**src/rtl/riscv_tag_mem_ctrl_pkg.sv**
```systemverilog
// Shared types and default sizes for the tag memory controller slice.
package riscv_tag_mem_ctrl_pkg;

  localparam int TAG_W_DEFAULT    = 1;
  localparam int AW_DEFAULT       = 16;
  localparam int WB_DEPTH_DEFAULT = 4;

  typedef enum logic [1:0] {
    TM_IDLE,
    TM_LD_REQ,
    TM_LD_WAIT,
    TM_ST_REQ
  } tag_mem_state_e;

endpackage

```
**src/rtl/riscv_tag_mem_ctrl_if.sv**
```systemverilog
// Single-port tag memory bus: req/gnt request phase, rvalid response phase.
interface riscv_tag_mem_ctrl_if
  import riscv_tag_mem_ctrl_pkg::*;
#(
  parameter int TAG_W = TAG_W_DEFAULT,
  parameter int AW    = AW_DEFAULT
) ();

  logic             req;
  logic             we;
  logic [AW-1:0]    addr;
  logic [TAG_W-1:0] wdata;
  logic             gnt;
  logic             rvalid;
  logic [TAG_W-1:0] rdata;

  modport master (output req, we, addr, wdata, input gnt, rvalid, rdata);
  modport slave  (input req, we, addr, wdata, output gnt, rvalid, rdata);

endinterface

```
**src/rtl/riscv_tag_wbuf.sv**
```systemverilog
// Circular store-tag write buffer with address lookup.
// TAG_STORE_FWD_EN adds a youngest-matching-entry data port.
module riscv_tag_wbuf #(
  parameter int TAG_W = 1,
  parameter int AW    = 16,
  parameter int DEPTH = 4
) (
  input  logic             clk,
  input  logic             rst_n,
  input  logic             push,
  input  logic [AW-1:0]    push_addr,
  input  logic [TAG_W-1:0] push_data,
  input  logic             pop,
  output logic [AW-1:0]    head_addr,
  output logic [TAG_W-1:0] head_data,
  output logic             full,
  output logic             empty,
  input  logic [AW-1:0]    lookup_addr,
  output logic [DEPTH-1:0] match_vec
`ifdef TAG_STORE_FWD_EN
  ,
  output logic [TAG_W-1:0] fwd_data
`endif
);

  localparam int PW = $clog2(DEPTH);

  logic [PW-1:0]    rd_ptr;
  logic [PW-1:0]    wr_ptr;
  logic [PW:0]      count;
  logic [AW-1:0]    addr_q [DEPTH];
  logic [TAG_W-1:0] data_q [DEPTH];
  logic [DEPTH-1:0] valid;

  always_ff @(posedge clk or negedge rst_n) begin
    if (!rst_n) begin
      rd_ptr <= '0;
      wr_ptr <= '0;
      count  <= '0;
    end else begin
      if (push) wr_ptr <= wr_ptr + 1'b1;
      if (pop)  rd_ptr <= rd_ptr + 1'b1;
      case ({push, pop})
        2'b10:   count <= count + 1'b1;
        2'b01:   count <= count - 1'b1;
        default: count <= count;
      endcase
    end
  end

  always_ff @(posedge clk) begin
    if (push) begin
      addr_q[wr_ptr] <= push_addr;
      data_q[wr_ptr] <= push_data;
    end
  end

  assign full      = (count == (PW+1)'(DEPTH));
  assign empty     = (count == '0);
  assign head_addr = addr_q[rd_ptr];
  assign head_data = data_q[rd_ptr];

  // A slot is live when its distance from the read pointer is below the count.
  always_comb begin
    valid     = '0;
    match_vec = '0;
    for (int i = 0; i < DEPTH; i++) begin
      valid[i]     = ({1'b0, PW'(i) - rd_ptr} < count);
      match_vec[i] = valid[i] && (addr_q[i] == lookup_addr);
    end
  end

`ifdef TAG_STORE_FWD_EN
  // Walk oldest to youngest so the last hit is the youngest store.
  always_comb begin
    fwd_data = '0;
    for (int k = 0; k < DEPTH; k++) begin
      if (((PW+1)'(k) < count) && (addr_q[rd_ptr + PW'(k)] == lookup_addr))
        fwd_data = data_q[rd_ptr + PW'(k)];
    end
  end
`endif

endmodule

```
**src/rtl/riscv_tag_mem_ctrl.sv**
```systemverilog
// Tag memory scheduler: posted store-tag writes, in-order load-tag reads with RAW protection.
// TAG_STORE_FWD_EN enables store-to-load tag forwarding from the write buffer.
module riscv_tag_mem_ctrl
  import riscv_tag_mem_ctrl_pkg::*;
#(
  parameter int TAG_W    = TAG_W_DEFAULT,
  parameter int AW       = AW_DEFAULT,
  parameter int WB_DEPTH = WB_DEPTH_DEFAULT
) (
  input  logic                 clk,
  input  logic                 rst_n,
  input  logic                 st_req_i,
  input  logic [31:0]          st_addr_i,
  input  logic [TAG_W-1:0]     st_tag_i,
  input  logic                 st_en_i,
  output logic                 st_gnt_o,
  input  logic                 ld_req_i,
  input  logic [31:0]          ld_addr_i,
  output logic                 ld_gnt_o,
  output logic                 ld_rvalid_o,
  output logic [TAG_W-1:0]     ld_tag_o,
  riscv_tag_mem_ctrl_if.master tmem,
  output logic                 idle_o
);

  tag_mem_state_e state_q, state_d;

  logic [AW-1:0]       ld_word, st_word, ld_addr_q, head_addr;
  logic [TAG_W-1:0]    head_data;
  logic [WB_DEPTH-1:0] match_vec;
  logic                push, pop, full, empty, raw_hit;
  logic                unused_addr_bits;

  assign ld_word  = ld_addr_i[AW+1:2];
  assign st_word  = st_addr_i[AW+1:2];
  assign unused_addr_bits = ^{ld_addr_i[31:AW+2], ld_addr_i[1:0],
                              st_addr_i[31:AW+2], st_addr_i[1:0]};

  assign st_gnt_o = st_req_i & ~full;
  assign push     = st_gnt_o;
  assign pop      = (state_q == TM_ST_REQ) & tmem.gnt;
  assign raw_hit  = |match_vec;
  assign idle_o   = empty & (state_q == TM_IDLE);

`ifdef TAG_STORE_FWD_EN
  logic             fwd_fire, fwd_valid_q;
  logic [TAG_W-1:0] fwd_data, fwd_tag_q;
`endif

  riscv_tag_wbuf #(
    .TAG_W (TAG_W),
    .AW    (AW),
    .DEPTH (WB_DEPTH)
  ) u_wbuf (
    .clk         (clk),
    .rst_n       (rst_n),
    .push        (push),
    .push_addr   (st_word),
    .push_data   (st_en_i ? st_tag_i : '0),
    .pop         (pop),
    .head_addr   (head_addr),
    .head_data   (head_data),
    .full        (full),
    .empty       (empty),
    .lookup_addr (ld_word),
    .match_vec   (match_vec)
`ifdef TAG_STORE_FWD_EN
    ,
    .fwd_data    (fwd_data)
`endif
  );

  always_ff @(posedge clk or negedge rst_n) begin
    if (!rst_n) begin
      state_q   <= TM_IDLE;
      ld_addr_q <= '0;
    end else begin
      state_q <= state_d;
      if (state_q == TM_IDLE && state_d == TM_LD_REQ) ld_addr_q <= ld_word;
    end
  end

  // The pushed entry is not yet in the buffer, so a same-cycle load only sees older stores.
  always_comb begin
    state_d    = state_q;
    ld_gnt_o   = 1'b0;
    tmem.req   = 1'b0;
    tmem.we    = 1'b0;
    tmem.addr  = '0;
    tmem.wdata = '0;
`ifdef TAG_STORE_FWD_EN
    fwd_fire   = 1'b0;
`endif
    case (state_q)
      TM_IDLE: begin
        if (full) begin
          state_d = TM_ST_REQ;
        end else if (ld_req_i && !raw_hit) begin
          ld_gnt_o = 1'b1;
          state_d  = TM_LD_REQ;
`ifdef TAG_STORE_FWD_EN
        end else if (ld_req_i) begin
          ld_gnt_o = 1'b1;
          fwd_fire = 1'b1;
`endif
        end else if (!empty) begin
          state_d = TM_ST_REQ;
        end
      end
      TM_LD_REQ: begin
        tmem.req  = 1'b1;
        tmem.addr = ld_addr_q;
        if (tmem.gnt) state_d = TM_LD_WAIT;
      end
      TM_LD_WAIT: begin
        if (tmem.rvalid) state_d = TM_IDLE;
      end
      TM_ST_REQ: begin
        tmem.req   = 1'b1;
        tmem.we    = 1'b1;
        tmem.addr  = head_addr;
        tmem.wdata = head_data;
        if (tmem.gnt) state_d = TM_IDLE;
      end
      default: state_d = TM_IDLE;
    endcase
  end

`ifdef TAG_STORE_FWD_EN
  always_ff @(posedge clk or negedge rst_n) begin
    if (!rst_n) begin
      fwd_valid_q <= 1'b0;
      fwd_tag_q   <= '0;
    end else begin
      fwd_valid_q <= fwd_fire;
      fwd_tag_q   <= fwd_data;
    end
  end

  assign ld_rvalid_o = ((state_q == TM_LD_WAIT) & tmem.rvalid) | fwd_valid_q;
  assign ld_tag_o    = ((state_q == TM_LD_WAIT) & tmem.rvalid) ? tmem.rdata :
                       (fwd_valid_q ? fwd_tag_q : '0);
`else
  assign ld_rvalid_o = (state_q == TM_LD_WAIT) & tmem.rvalid;
  assign ld_tag_o    = ld_rvalid_o ? tmem.rdata : '0;
`endif

endmodule

```
**src/flat_wrapper.sv**
```systemverilog
// flat-port wrapper written by rule: the top's interface ports become plain ports
module riscv_tag_mem_ctrl_flat import riscv_tag_mem_ctrl_pkg::*;
#(
  parameter int TAG_W    = TAG_W_DEFAULT,
  parameter int AW       = AW_DEFAULT,
  parameter int WB_DEPTH = WB_DEPTH_DEFAULT
)
  (clk, rst_n, st_req_i, st_addr_i, st_tag_i, st_en_i, st_gnt_o, ld_req_i, ld_addr_i, ld_gnt_o, ld_rvalid_o, ld_tag_o, idle_o, tmem_req, tmem_we, tmem_addr, tmem_wdata, tmem_gnt, tmem_rvalid, tmem_rdata);
  riscv_tag_mem_ctrl_if #(.TAG_W(TAG_W), .AW(AW)) tmem_i ();
  input  logic clk;
  input  logic rst_n;
  input  logic st_req_i;
  input  logic [31:0] st_addr_i;
  input  logic [TAG_W-1:0] st_tag_i;
  input  logic st_en_i;
  output logic st_gnt_o;
  input  logic ld_req_i;
  input  logic [31:0] ld_addr_i;
  output logic ld_gnt_o;
  output logic ld_rvalid_o;
  output logic [TAG_W-1:0] ld_tag_o;
  output logic idle_o;
  output wire logic [$bits(tmem_i.req)-1:0] tmem_req;
  output wire logic [$bits(tmem_i.we)-1:0] tmem_we;
  output wire logic [$bits(tmem_i.addr)-1:0] tmem_addr;
  output wire logic [$bits(tmem_i.wdata)-1:0] tmem_wdata;
  input wire logic [$bits(tmem_i.gnt)-1:0] tmem_gnt;
  input wire logic [$bits(tmem_i.rvalid)-1:0] tmem_rvalid;
  input wire logic [$bits(tmem_i.rdata)-1:0] tmem_rdata;
  assign tmem_req = tmem_i.req;
  assign tmem_we = tmem_i.we;
  assign tmem_addr = tmem_i.addr;
  assign tmem_wdata = tmem_i.wdata;
  assign tmem_i.gnt = tmem_gnt;
  assign tmem_i.rvalid = tmem_rvalid;
  assign tmem_i.rdata = tmem_rdata;
  riscv_tag_mem_ctrl #(.TAG_W(TAG_W), .AW(AW), .WB_DEPTH(WB_DEPTH)) u_core (.clk(clk), .rst_n(rst_n), .st_req_i(st_req_i), .st_addr_i(st_addr_i), .st_tag_i(st_tag_i), .st_en_i(st_en_i), .st_gnt_o(st_gnt_o), .ld_req_i(ld_req_i), .ld_addr_i(ld_addr_i), .ld_gnt_o(ld_gnt_o), .ld_rvalid_o(ld_rvalid_o), .ld_tag_o(ld_tag_o), .tmem(tmem_i), .idle_o(idle_o));
endmodule
```
**config.mk**
```make
export PLATFORM = sky130hd
export DESIGN_NAME = riscv_tag_mem_ctrl_flat
export DESIGN_NICKNAME = d
export VERILOG_FILES = /design/src/rtl/riscv_tag_mem_ctrl_pkg.sv /design/src/rtl/riscv_tag_mem_ctrl_if.sv /design/src/rtl/riscv_tag_wbuf.sv /design/src/rtl/riscv_tag_mem_ctrl.sv /design/src/flat_wrapper.sv
export SDC_FILE = /design/constraint.sdc
export NUM_CORES = 1
export LEC_CHECK = 0
export ABC_AREA = 1
export BUFFER_PORTS_ARGS = -buffer_cell sky130_fd_sc_hd__buf_2
export CORE_MARGIN = 10
export CORE_UTILIZATION = 40
export DETAILED_ROUTE_END_ITERATION = 10
export REMOVE_ABC_BUFFERS = 1
export SYNTH_ARGS = -nofsm -noshare
export SYNTH_HDL_FRONTEND = slang
export SYNTH_HIERARCHICAL = 1
export SYNTH_SLANG_ARGS = --single-unit
```
**constraint.sdc**
```tcl
create_clock -name clk -period 2.7 [get_ports clk]
set_input_delay 0.135 -clock clk [delete_from_list [all_inputs] [get_ports clk]]
set_output_delay 0.135 -clock clk [all_outputs]
set_load 0.05 [all_outputs]
```
==> impl_results.rst, run 1 <==
.. list-table::
   :header-rows: 1

   * - Metric
     - Value
   * - Detailed-router iteration count before antenna repair
     - 5
   * - Met1 Resource Use GR
     - 18.6%
   * - CP Data Required Time
     - 2.57 ns
   * - Root buffer cell
     - clkbuf_16
   * - Global placer's final weighted congestion
     - 0.875
   * - Number of antenna cells inserted
     - 0
   * - Critical path launch point type
     - register
   * - Maximum root-to-sink buffer count
     - 2
   * - Level count of the clock H-tree
     - 3
   * - Netlist area before placement
     - 5290 um2
   * - Static leakage
     - 2.81 nW
   * - Clock skew after layout
     - 0.00715 ns
   * - Most crowded layer after global routing
     - met2
   * - Wire length of the first global-routing pass
     - 22.2 mm
   * - Die span in y
     - 135 um
   * - Average footprint of a synthesized cell
     - 9.16 um2
   * - Commonest cells after routing, fill and taps aside
     - 193 x nand2_1, 68 x edfxtp_1, 63 x buf_2
   * - Synth-to-layout area growth
     - 16.5%
   * - Layout cells sized above 1
     - 19.7%
   * - Origin of the worst min-delay path
     - st_addr_i[13]
   * - Number of pins exceeding their max-slew limit in the final report
     - 0
   * - Number of antenna violations at the first check in global routing
     - 0
   * - Largest fanout of any net on the critical path
     - 7
   * - Via Count
     - 4,177
   * - Synth area leader
     - edfxtp_1
   * - Critical path class
     - reg2out
   * - Horizontal die dimension
     - 135 um
   * - Slew @ Worst Pin
     - 0.940 ns
   * - Post-CTS Setup Inserts
     - 0
   * - Clock transition at path regs
     - 0.06 ns
   * - Fraction of the core area covered by cells at the end of the flow
     - 48.3%
   * - Die area
     - 18,200 um2
   * - #FFs+latches synth
     - 93
   * - Number of design-rule violations left by the first detailed-router iteration
     - 274
   * - Top cells by area, synth
     - edfxtp_1 39%, nand2_1 14%, dfrtp_1 12%, xnor2_1 6.8%, nand3_1 4.2%
   * - Count of mapped cells out of synthesis
     - 578
   * - # fillers
     - 1,209
   * - Count of pins on the block boundary
     - 97
   * - Tcrit/Tclk final
     - 94.1%
   * - Final Instance Count excl. Fillers
     - 827
   * - Flop-to-flop setup slack
     - 0.32 ns
   * - Routed Antenna Nets
     - 0
   * - Cell count of the worst reg-to-reg path
     - 12
   * - Worst r2r src
     - u_core/u_wbuf/rd_ptr[1]
   * - Hold Path Sink
     - u_core/u_wbuf/addr_q[2][11]
   * - Number of standard-cell rows in the floorplan
     - 41
   * - Detailed placement HPWL
     - 10.1 mm
   * - Remaining design rule violation count
     - 0
   * - Mean number of vias per cell
     - 5.05
   * - CTS Sinks
     - 93
   * - Status
     - finished, final reports clean
   * - Arrival time at the worst endpoint
     - 2.40 ns
   * - Met3 capacity usage during global routing
     - 3.00%
   * - Grt ovf
     - 0
   * - Most frequent standard cell in the layout excluding fill and tap cells
     - nand2_1
   * - Class of the worst hold path
     - in2reg
   * - Final Hold Vio Count
     - 0
   * - Warning count from the yosys run
     - 6
   * - Top achievable clock speed
     - 394 MHz
   * - Source-to-sink clock delay at the later pin of the worst-skew pair
     - 0.34 ns
   * - Reg2Reg Capture Point
     - u_core/ld_addr_q[8]
   * - Maximum number of pins on one net before global-route repair
     - 26
   * - TritonCTS clock tree
     - yes
   * - Number of setup violations in the final report
     - 0
   * - Global router's overall resource usage
     - 15.6%
   * - Tightest hold margin
     - 0.0111 ns
   * - Effective utilization at floorplan
     - 41.4%
   * - Unrepaired setup endpoints after global routing
     - false
   * - Power density relative to cell area
     - 1110 nW/um2
   * - Per-cell routed wire length
     - 17.3 um
   * - Endpoint class of the critical path
     - output port
   * - Cells after DPL
     - 800
   * - Reported max-cap violation count
     - 0
   * - VDD IR-drop max
     - 378 uV
   * - # port buffers
     - 64
   * - Vias in the first global route
     - 4,253
   * - Total wire length
     - 14.3 mm
   * - Final cell area excluding filler cells
     - 6170 um2
   * - Portion of synthesized cell area occupied by the leading cell type
     - 38.6%
   * - Area of the placeable core
     - 12,800 um2
   * - Standard cell area after detailed placement
     - 5760 um2
   * - Post-layout minimum cycle time
     - 2.54 ns
   * - Worst slew margin
     - 37.3%
   * - Total number of nets in the final design
     - 733
   * - Met2 capacity usage during global routing
     - 26.6%
   * - Count of cells along the worst hold path
     - 1
   * - Clock buffer count from CTS
     - 9
   * - Number of distinct library cells after synthesis
     - 37
   * - Portion of the post-synthesis area used by sequential elements
     - 50.4%
==> logic make-up after synthesis <==
logic type | synth area share [%]
fa+ha+maj | 2.51
buf+inv | 7.71
compound gates | 5.96
simple gates | 26.1
flops | 50.4
xor+xnor | 7.28
==> metal layers <==
metal / up-vias / wire, um
li1: 2039 / -
met1: 1993 / 6060
met2: 129 / 7130
met3: 16 / 827
met4: 0 / 327
met5: - / 0
==> repair_timing <==
item                       4_1_cts  5_1_grt
gates resized for setup          0        3
hold buffers                    11        0
setup endpoints to repair        0        1
hold endpoints to repair        61        0
==> stage by stage <==
| step | worst slack [ns] | power, mW | TNS, ns |
|---|---|---|---|
| after CTS | 0.00148 | 6.90 | 0 |
| after global placement | 0.327 | 5.53 | 0 |
| after global routing | 0.00688 | 7.28 | 0 |
| final | 0.160 | 6.87 | 0 |
| after detailed placement | 0.264 | 5.63 | 0 |
| after floorplan | -0.150 | 4.53 | -1.57 |
==> Yosys cell counts, drive strengths merged <==
master / instances
xor2: 3
o221ai: 5
o21bai: 1
nor3: 2
ha: 9
a21oi: 5
clkbuf: 8
buf: 21
nor2: 36
dfrtp: 25
inv: 59
fa: 1
nand2: 195
nor3b: 1
edfxtp: 68
nand3: 56
o21ai: 6
a31oi: 2
xnor2: 41
a22oi: 16
nand4: 17
o211ai: 1
==> power by group <==
part	switching [mW]	internal, mW
Sequential	0.268	1.96
Combinational	2.40	0.992
Clock	0.512	0.735
Total	3.18	3.69
==> sequential cells by signal (all words and copies together) (netlist names) <==
name,flops
u_core/state_q,2
u_core/u_wbuf/data_q,4
u_core/u_wbuf/rd_ptr,2
u_core/u_wbuf/addr_q,64
u_core/u_wbuf/wr_ptr,2
u_core/ld_addr_q,16
u_core/u_wbuf/count,3
==> worst max path at each step <==
stage | startpoint | depth (start not counted) | to
final | u_core/u_wbuf/rd_ptr[1] | 10 | ld_gnt_o
after global routing | u_core/u_wbuf/rd_ptr[1] | 11 | ld_gnt_o
after CTS | u_core/u_wbuf/rd_ptr[1] | 11 | ld_gnt_o
after detailed placement | u_core/u_wbuf/rd_ptr[1] | 13 | u_core/ld_addr_q[8]
after global placement | u_core/u_wbuf/rd_ptr[1] | 13 | u_core/ld_addr_q[10]
after floorplan | u_core/state_q[0] | 10 | u_core/u_wbuf/count[2]
==> critical path: stages, from the launching register on <==
cell and delay [ns]:
dfrtp_2 0.47, nand2_2 0.24, nand2_1 0.14, ha_1 0.30, a31oi_1 0.09, nand3_1 0.12, nor2_1 0.05, nor2_1 0.13
nand4_1 0.13, nor2_1 0.14, clkbuf_4 0.25
==> cell type report <==
type | count | area, um2 | area share, %
clock buffers | 11 | 243 | 3.94
clock inverters | 5 | 50.0 | 0.812
inverters | 59 | 226 | 3.67
multi-input cells | 397 | 2220 | 36.0
flip-flops and latches | 93 | 2670 | 43.3
well taps | 172 | 215 | 3.49
repair buffers | 90 | 546 | 8.85
Note: power is estimated with default switching activity, not from simulation.
==> run 2, diff against run 1 <==
- ABC_AREA: 1 -> 0
==> run 2 against run 1 <==
- worst hold slack got worse by 0.0014 ns
- utilization fell by 1.0 points
- sequential power barely moved
- flip-flop and latch count did not move
- register-to-register slack got worse by 0.06 ns
- largest power group unchanged
- count of clock-buffer cells in the layout did not move
- critical path type unchanged
- power fell by 7.6%
==> impl_results.rst, run 2 <==
.. list-table::
   :header-rows: 1

   * - Metric
     - Value
   * - Number of antenna violations at the first check in global routing
     - 0 (unchanged)
   * - Per-cell routed wire length
     - 20.6 um (+19%)
   * - Count of mapped cells out of synthesis
     - 331 (-43%)
   * - CTS Sinks
     - 93 (unchanged)
   * - # fillers
     - 1,082 (-11%)
   * - Maximum number of pins on one net before global-route repair
     - 26 (unchanged)
   * - Slew @ Worst Pin
     - 0.648 ns (-0.291 ns)
   * - Detailed-router iteration count before antenna repair
     - 4 (-1)
   * - Cells after DPL
     - 536 (-33%)
   * - Arrival time at the worst endpoint
     - 2.49 ns (+0.09 ns)
   * - Critical path class
     - reg2out
   * - Mean number of vias per cell
     - 5.10 (+1.0%)
   * - Flip-flop count of the largest register after layout
     - 64 (unchanged)
   * - Layout cells sized above 1
     - 32.9% (+13 points)
   * - CP Data Required Time
     - 2.57 ns (about the same)
   * - Maximum root-to-sink buffer count
     - 2 (unchanged)
   * - Via Count
     - 2,826 (-32%)
   * - Tcrit/Tclk final
     - 97.2% (+3.2 points)
   * - Top register by number of flip-flops
     - u_core/u_wbuf/addr_q
   * - Commonest cells after routing, fill and taps aside
     - 68 x edfxtp_1, 63 x buf_2, 44 x xor2_1
   * - Class of the worst hold path
     - in2reg
   * - Total number of nets in the final design
     - 485 (-34%)
   * - Level count of the clock H-tree
     - 3 (unchanged)
   * - Largest fanout of any net on the critical path
     - 2 (-5)
   * - Clock buffer count from CTS
     - 9 (unchanged)
   * - Effective utilization at floorplan
     - 40.8% (-0.59 points)
   * - Number of design-rule violations left by the first detailed-router iteration
     - 115 (-58%)
   * - Async set-reset flop share out of synthesis
     - 26.9% (unchanged)
   * - Final Instance Count excl. Fillers
     - 554 (-33%)
   * - Count of cells along the worst hold path
     - 1 (unchanged)
   * - Wire length of the first global-routing pass
     - 17.9 mm (-19%)
   * - Endpoint class of the critical path
     - output port
   * - Post-layout minimum cycle time
     - 2.63 ns (+0.0862 ns)
   * - Total wire length
     - 11.4 mm (-20%)
   * - Die area
     - 17,100 um2 (-6.2%)
   * - Warning count from the yosys run
     - 6 (unchanged)
   * - Total net switching power
     - 2.58 mW (-19%)
   * - Top post-synthesis cells by count
     - 68 x edfxtp_1, 45 x xor2_1, 27 x xnor2_1, 25 x dfrtp_1
   * - Relative contribution of the clock network to total power
     - 17.6% (-0.5 points)
   * - Most frequent standard cell in the layout excluding fill and tap cells
     - edfxtp_1
   * - Synth area leader
     - edfxtp_1
   * - Number of standard-cell rows in the floorplan
     - 40 (-2.4%)
   * - Tightest hold margin
     - 0.00976 ns (-0.00139 ns)
   * - Clock transition at path regs
     - 0.06 ns (about the same)
   * - Source-to-sink clock delay at the later pin of the worst-skew pair
     - 0.34 ns (about the same)
   * - Post-layout total power
     - 6.35 mW (-7.6%)
   * - Worst r2r src
     - u_core/u_wbuf/rd_ptr[1]
   * - Summed negative setup slack over all endpoints
     - 0 ns (unchanged)
   * - Hold Path Sink
     - u_core/u_wbuf/addr_q[2][4]
   * - Number of antenna cells inserted
     - 0 (unchanged)
   * - Average footprint of a synthesized cell
     - 14.8 um2 (+62%)
   * - Flop-to-flop setup slack
     - 0.26 ns (-0.06 ns)
   * - Comb pwr share
     - 47.2% (-2.2 points)
   * - Internal Power
     - 3.77 mW (+2.1%)
   * - Most frequently used cell type in the post-synthesis netlist
     - edfxtp_1
   * - Dominant synthesized flop cell
     - edfxtp_1
   * - Horizontal die dimension
     - 131 um (-3.2%)
   * - Critical path launch point type
     - register
   * - Final Hold Vio Count
     - 0 (unchanged)
   * - Post-CTS Setup Inserts
     - 0 (unchanged)
   * - Net Sw Frac
     - 40.7% (-5.6 points)
   * - Global placer's final weighted congestion
     - 0.785 (-10%)
   * - Root buffer cell
     - clkbuf_16
   * - Static leakage
     - 2.24 nW (-20%)
   * - Top cells by area, synth
     - edfxtp_1 42%, dfrtp_1 13%, xor2_1 8.0%, mux4_2 7.8%, xnor2_1 4.8%
   * - Power density relative to cell area
     - 1120 nW/um2 (+0.46%)
   * - TritonCTS clock tree
     - yes
   * - Die span in y
     - 131 um (-3.2%)
   * - Place WS
     - 0.247 ns (-0.0174 ns)
   * - Vias in the first global route
     - 3,086 (-27%)
   * - Power share of the sequential group
     - 35.2% (+2.7 points)
   * - Number of pins exceeding their max-slew limit in the final report
     - 0 (unchanged)
   * - Status
     - finished, final reports clean
   * - #FFs+latches synth
     - 93 (unchanged)
   * - Number of distinct library cells after synthesis
     - 37 (unchanged)
   * - Origin of the worst min-delay path
     - st_addr_i[6]
   * - Worst slew margin
     - 56.8% (+19 points)
   * - Portion of synthesized cell area occupied by the leading cell type
     - 41.6% (+3.0 points)
   * - Synth-to-layout area growth
     - 15.7%
   * - Cell count of the worst reg-to-reg path
     - 10 (-2)
   * - Remaining design rule violation count
     - 0 (unchanged)
   * - Count of flip-flops with a built-in enable after synthesis
     - 68 (unchanged)
   * - Clock skew after layout
     - 0.00502 ns (-0.00214 ns)
   * - Global router's overall resource usage
     - 14.2% (-1.4 points)
   * - Top achievable clock speed
     - 381 MHz (-3.3%)
   * - Post-route worst setup slack
     - 0.0743 ns (-0.0862 ns)
   * - Netlist area before placement
     - 4910 um2 (-7.3%)
   * - Detailed placement HPWL
     - 8.09 mm (-20%)
   * - VDD IR-drop max
     - 622 uV (+65%)
   * - Reported max-cap violation count
     - 0 (unchanged)
   * - # port buffers
     - 64 (unchanged)
   * - Largest registers
     - u_core/u_wbuf/addr_q (64), u_core/ld_addr_q (16), u_core/u_wbuf/data_q (4)
   * - Routed Antenna Nets
     - 0 (unchanged)
   * - Reg2Reg Capture Point
     - u_core/ld_addr_q[14]
   * - Area of the placeable core
     - 12,000 um2 (-6.0%)
   * - Grt ovf
     - 0 (unchanged)
   * - Portion of the post-synthesis area used by sequential elements
     - 54.4% (+4.0 points)
   * - Unrepaired setup endpoints after global routing
     - true
   * - Count of pins on the block boundary
     - 97 (unchanged)
   * - Number of setup violations in the final report
     - 0 (unchanged)
==> run 2: power by group through the flow <==
stage,clock network (mW),logic (mW),registers [mW]
2_1_floorplan,0,2.02,2.38
3_3_place_gp,0,2.97,2.23
3_5_place_dp,0,3.01,2.25
4_1_cts,1.15,3.04,2.22
5_1_grt,1.21,3.26,2.28
6_report,1.12,3.00,2.23
==> run 2: worst max path at each step <==
| stage | from | endpoint | slack [ns] | cells after the start |
|---|---|---|---|---|
| 2_1_floorplan | u_core/u_wbuf/rd_ptr[0] | ld_gnt_o | -1.10 | 8 |
| 3_3_place_gp | u_core/u_wbuf/rd_ptr[0] | ld_gnt_o | 0.30 | 9 |
| 3_5_place_dp | u_core/u_wbuf/rd_ptr[0] | ld_gnt_o | 0.25 | 9 |
| 4_1_cts | u_core/u_wbuf/rd_ptr[1] | ld_gnt_o | 0.03 | 11 |
| 5_1_grt | u_core/u_wbuf/rd_ptr[0] | ld_gnt_o | -0.13 | 10 |
| 6_report | u_core/u_wbuf/rd_ptr[0] | ld_gnt_o | 0.07 | 10 |
==> run 2: what timing repair did <==
item	4_1_cts	5_1_grt
pin swaps	0	1
endpoints found under the hold margin	29	0
gates resized for setup	3	5
setup endpoints to repair	1	1
hold buffers	2	0
==> run 2: cell type report <==
type                       count  area, um2  area share (%)
sequential                    93       2670            47.0
multi-input combinational    213       2100            37.0
timing repair buffer          77        433            7.63
clock buffer                  11        233            4.10
tap                          147        184            3.24
inverter                       8       30.0           0.529
clock inverter                 5       27.5           0.485
==> run 2: logic make-up after synthesis <==
group / synth area share [%]
AOI/OAI and AO/OA: 1.66
and+or+nand+nor: 9.46
DFF: 54.4
buffers and inverters: 3.21
xor gates and xnor gates: 12.9
adders and majority gates: 2.70
muxes: 15.7
==> run 2: per-stage QoR <==
| step | utilization, % | area, um2 |
|---|---|---|
| CTS | 47.1 | 5660 |
| floorplan | - | 4780 |
| finish | 47.3 | 5680 |
| detailed placement | 44.7 | 5370 |
| global placement | 44.7 | 5370 |
| global route | 47.3 | 5680 |
==> run 2: worst max-delay path, stage by stage, from the launching register on <==
cell and delay (ns):
dfrtp_1 0.43, xor2_2 0.20, inv_1 0.06, ha_1 0.26, a21oi_1 0.06, o211ai_1 0.19, nor3_2 0.10, nor4_2 0.33
nand2_1 0.14, nor4_2 0.14, buf_4 0.23
==> run 2: layer usage <==
metal	track usage, %	up-vias	part of all wire [%]
met5	0	-	0
met4	3.73	0	1.0
met3	3.63	9	5.6
met2	23.3	54	48
met1	18.4	1415	45
li1	-	1348	-
